### config.mk
export PLATFORM = sky130hd
export DESIGN_NAME = inst_fetch
export DESIGN_NICKNAME = d
export VERILOG_FILES = /design/src/rtl/inst_fetch.sv
export SDC_FILE = /design/constraint.sdc
export NUM_CORES = 1
export LEC_CHECK = 0
export BUFFER_PORTS_ARGS = -buffer_cell sky130_fd_sc_hd__buf_4
export CORE_MARGIN = 2
export CORE_UTILIZATION = 55
export CTS_CLUSTER_SIZE = 20
export DETAILED_ROUTE_END_ITERATION = 6
export PLACE_DENSITY = 0.84
export SLEW_MARGIN = 20
export SYNTH_ARGS = -nofsm -noshare
export SYNTH_HDL_FRONTEND = slang
export SYNTH_SLANG_ARGS = --single-unit
### constraint.sdc
create_clock -name clk -period 4.6 [get_ports clk]
set_input_delay 0 -clock clk [delete_from_list [all_inputs] [get_ports clk]]
set_output_delay 0 -clock clk [all_outputs]
set_load 0.01 [all_outputs]
### src/rtl/inst_fetch.sv
// Instruction fetch: PC, imem req/ack, one instruction per FETCH+HOLD (ack in first FETCH -> inst_valid next cycle).
// Backpressure: stall holds HOLD (no request); redirects during a pending request wait for its ack.
module inst_fetch #(
  parameter logic [31:0] RESET_PC = 32'h0000_0000
) (
  input  logic        clk,
  input  logic        rst_n,
  output logic        imem_req,
  output logic [31:0] imem_addr,
  input  logic        imem_ack,
  input  logic [31:0] imem_rdata,
  input  logic        stall,
  input  logic        redirect,
  input  logic [31:0] redirect_pc,
  output logic [31:0] inst,
  output logic        inst_valid,
  output logic [31:0] pc,
  output logic [31:0] pc_plus4
);

  typedef enum logic [1:0] {IDLE, FETCH, HOLD} state_t;

  localparam logic [31:0] RESET_PC_AL = RESET_PC & ~32'h3;

  state_t      state_q, state_d;
  logic [31:0] pc_q, pc_d;
  logic [31:0] inst_q, inst_d;
  logic        inst_valid_q, inst_valid_d;
  logic        redir_pend_q, redir_pend_d;
  logic [31:0] redir_tgt_q, redir_tgt_d;
  logic [31:0] redirect_al;

  assign redirect_al = redirect_pc & ~32'h3;

  always_ff @(posedge clk or negedge rst_n) begin
    if (!rst_n) begin
      state_q      <= IDLE;
      pc_q         <= RESET_PC_AL;
      inst_q       <= 32'h0;
      inst_valid_q <= 1'b0;
      redir_pend_q <= 1'b0;
      redir_tgt_q  <= 32'h0;
    end else begin
      state_q      <= state_d;
      pc_q         <= pc_d;
      inst_q       <= inst_d;
      inst_valid_q <= inst_valid_d;
      redir_pend_q <= redir_pend_d;
      redir_tgt_q  <= redir_tgt_d;
    end
  end

  always_comb begin
    state_d      = state_q;
    pc_d         = pc_q;
    inst_d       = inst_q;
    inst_valid_d = inst_valid_q;
    redir_pend_d = redir_pend_q;
    redir_tgt_d  = redir_tgt_q;
    case (state_q)
      IDLE: state_d = FETCH;
      FETCH: begin
        if (imem_ack) begin
          if (redir_pend_q || redirect) begin
            // Word fetched from the old path is dropped; a same-cycle redirect is the latest target.
            pc_d         = redirect ? redirect_al : redir_tgt_q;
            redir_pend_d = 1'b0;
          end else begin
            inst_d       = imem_rdata;
            inst_valid_d = 1'b1;
            state_d      = HOLD;
          end
        end else if (redirect) begin
          redir_pend_d = 1'b1;
          redir_tgt_d  = redirect_al;
        end
      end
      HOLD: begin
        if (!stall) begin
          pc_d         = redirect ? redirect_al : pc_q + 32'd4;
          inst_valid_d = 1'b0;
          state_d      = FETCH;
        end
      end
      default: state_d = IDLE;
    endcase
  end

  assign imem_req   = (state_q == FETCH);
  assign imem_addr  = pc_q;
  assign inst       = inst_q;
  assign inst_valid = inst_valid_q;
  assign pc         = pc_q;
  assign pc_plus4   = pc_q + 32'd4;

endmodule

==> impl_metrics.csv <==
group,metric,value,unit
status,status,"finished clean",
setup_path,r2r-start,"state_q[0]",
place,pre_cts_slack,1.84,ns
yosys,ys_ff_latch,100,
power,peakVddDrop,0.000337,V
setup_path,cp_cell_sequence,"nand2b_1 -> o22ai_2 -> buf_4 -> mux2_2",
setup_path,critical_path_arrival,3.05,ns
clock_tree,clock-root-buffer,"clkbuf_8",
sta,hold_viol,0,
cells_and_area,final_util,76.8,%
sta,relSlewSlack,26.1,%
sta,finalClockSkew,0.0157,ns
sta,rsz0062_at_grt,"no",
yosys,synth-main-ff-cell,"dfrtp_1",
clock_tree,path_clk_slew,0.10,ns
place,hpwlAfterDp,10.6,mm
yosys,netlist_top_cells_area,"dfrtp_1, mux2_2, buf_4, nand2_1, xnor2_1",
yosys,synth-async-reset-ratio,100,%
min_path,hp-class,"primary input to async pin",
die,initial_utilization,55.9,%
clock_tree,insertion_delay,0.37,ns
grt,grt_max_degree,57,
clock_tree,cts_setup_buffers,0,
flow_run,cap_violations,0,
yosys,synth_area,0.00572,sq mm
sta,tightestPinTransition,1.11,ns
yosys,synth_nets,621,
setup_path,critPathRequiredTime,4.86,ns
die,rows,37,
yosys,synth_edf_count,0,
routing,drt_iter0_markers,406,
setup_path,crit_slowest_cell,"o22ai_2",
place,port_buffers,196,
sta,finalSetupViolCount,0,
cells_and_area,n_antenna_cell,0,
clock_tree,clk_path_buf_depth,2,
die,dieArea,0.0112,sq mm
setup_path,slowest_delay,0.97,ns
routing,avgViaCountPerCell,5.79,
die,die_x,106,um
grt,grt_overflow_total,0,
place,routabilityCongestion,0.817,
power,p_total,4.49,mW
cells_and_area,final_cell_mix,"buf_4, dfrtp_1, dlygate4sd3_1",
sta,slew_violations,0,
yosys,ys_types,62,
setup_path,end_kind,"register",
power,pwr_density_cell,571,mW/mm^2
yosys,yosys_warnings,0,
die,io_pins,199,
cells_and_area,syn_to_final_growth,37.2,%
routing,via_count,5194,
routing,wl,16.3,mm
setup_path,crit_type,"register to register",
grt,grtUsageTotal,29.5,%
sta,finalCriticalPeriod,2.80,ns
power,leakage,3.55,nW
cells_and_area,layout-drive-gt1-share,39.4,%
sta,setup_ws,1.80,ns
setup_path,critPathLaunch,"state_q[0]",
routing,wire_per_inst,18.2,um
grt,grt_pass1_wl,26.4,mm
yosys,synthCells,551,
clock_tree,cts_htree_levels,3,
yosys,synth_largest_area_cell,"dfrtp_1",
grt,grt_pass1_vias,5236,
clock_tree,cts-buffers-inserted,9,
clock_tree,cts_tree,"done",
grt,antenna_found_initial,0,
yosys,syn_avg_cell_area,10.4,sq um
routing,post-route-drc-count,0,
yosys,ys_seq_area_share,43.7,%
clock_tree,clock_sinks,100,
cells_and_area,nNetsFinal,827,
sta,fin_crit_sh,60.8,%
yosys,synthDominantCellAreaShare,43.7,%
die,die_h,106,um
setup_path,crit_fanout,19,
sta,fmax,0.357,GHz
cells_and_area,final_common_cell,"buf_4",
routing,dr.pass1.iters,5,
setup_path,cp-start-kind,"register",
die,core-area,0.0102,sq mm
routing,ant_nets,0,
sta,tns,0,ns
layout make-up:
type / instances / area [sq um]
clock inverters: 4 / 72.6
well taps: 136 / 170
inverters: 5 / 18.8
fillers: 670 / 2380
multi-input cells: 373 / 2760
clock buffers: 11 / 151
flip-flops and latches: 100 / 2500
repair buffers: 268 / 2170
worst max-delay path: cells and delay by family (launching register included):
family / cells / cell delay, ns
AND/OR/NAND/NOR: 1 / 0.51
flip-flops: 1 / 0.45
buffers and inverters: 1 / 0.39
AO/OA/AOI/OAI: 1 / 0.97
multiplexers: 1 / 0.36
path summary, 6_finish.rpt:
check / to / slack, ns / depth (start not counted)
max in group asynchronous: imem_addr[2] / 3.22 / 3
min reg2reg: redir_tgt_q[23] / 0.50 / 1
max reg2reg: imem_addr[3] / 1.80 / 4
min: imem_addr[15] / 0.15 / 2
min in group clk: imem_addr[1] / 0.18 / 2
max: imem_addr[3] / 1.80 / 4
where the power goes:
| part | switching [mW] | internal [mW] |
|---|---|---|
| clock network | 0.301 | 0.332 |
| registers | 0.477 | 1.26 |
| logic | 0.937 | 1.18 |
| total | 1.71 | 2.77 |
state kept, by name, indices dropped and copies added, names as in the netlist:
name,count
state_q,2
redir_tgt_q,32
inst,32
redir_pend_q,1
imem_addr,32
inst_valid,1
timing repair:
item / in CTS / in global routing
endpoints found under the hold margin: 124 / 0
hold buffers: 65 / 0
gates resized for setup: 0 / 0
cells in the mapped netlist, types with 6 or more instances:
library cell	n
a21oi_1	10
a221oi_1	6
and3_1	11
buf_2	17
buf_4	37
clkbuf_1	17
dfrtp_1	100
mux2_2	63
mux2i_1	9
nand2_1	46
nand2b_1	16
nand3_1	14
nand4_1	13
nor2_1	28
o211ai_1	6
o21ai_0	31
o2bb2ai_1	9
o311ai_0	6
or3_1	6
xnor2_1	18
xor2_1	10
through the flow:
stage / instance area (sq um) / instances / hold slack [ns]
5_1_grt: 7850 / 897 / 0.207
3_3_place_gp: 6980 / 817 / 0.0338
2_1_floorplan: 5720 / 551 / -0.296
3_5_place_dp: 6980 / 817 / 0.0438
4_1_cts: 7850 / 897 / 0.165
6_report: 7850 / 897 / 0.152
per-layer routing:
metal,wire (um),vias to the layer above,part of all wire [%],global-route usage (%)
li1,-,2364,-,-
met1,6700,2472,41,38.9
met2,7660,312,47,47.2
met3,1400,46,8.6,5.95
met4,539,0,3.3,13.3
met5,0,-,0,0
logic make-up (layout without fill, tap and decap cells):
kind of cell | Yosys count | after routing | share of synthesized area, %
multiplexers | 74 | 74 | 14.4
adder cells (fa/ha/maj) | 1 | 1 | 0.219
XOR/XNOR | 28 | 28 | 4.29
AO/OA/AOI/OAI | 101 | 101 | 12.6
buffers and inverters | 78 | 288 | 8.05
AND/OR/NAND/NOR | 169 | 169 | 16.8
flip-flops | 100 | 100 | 43.7
No activity file was read; power rests on OpenSTA's default activity.
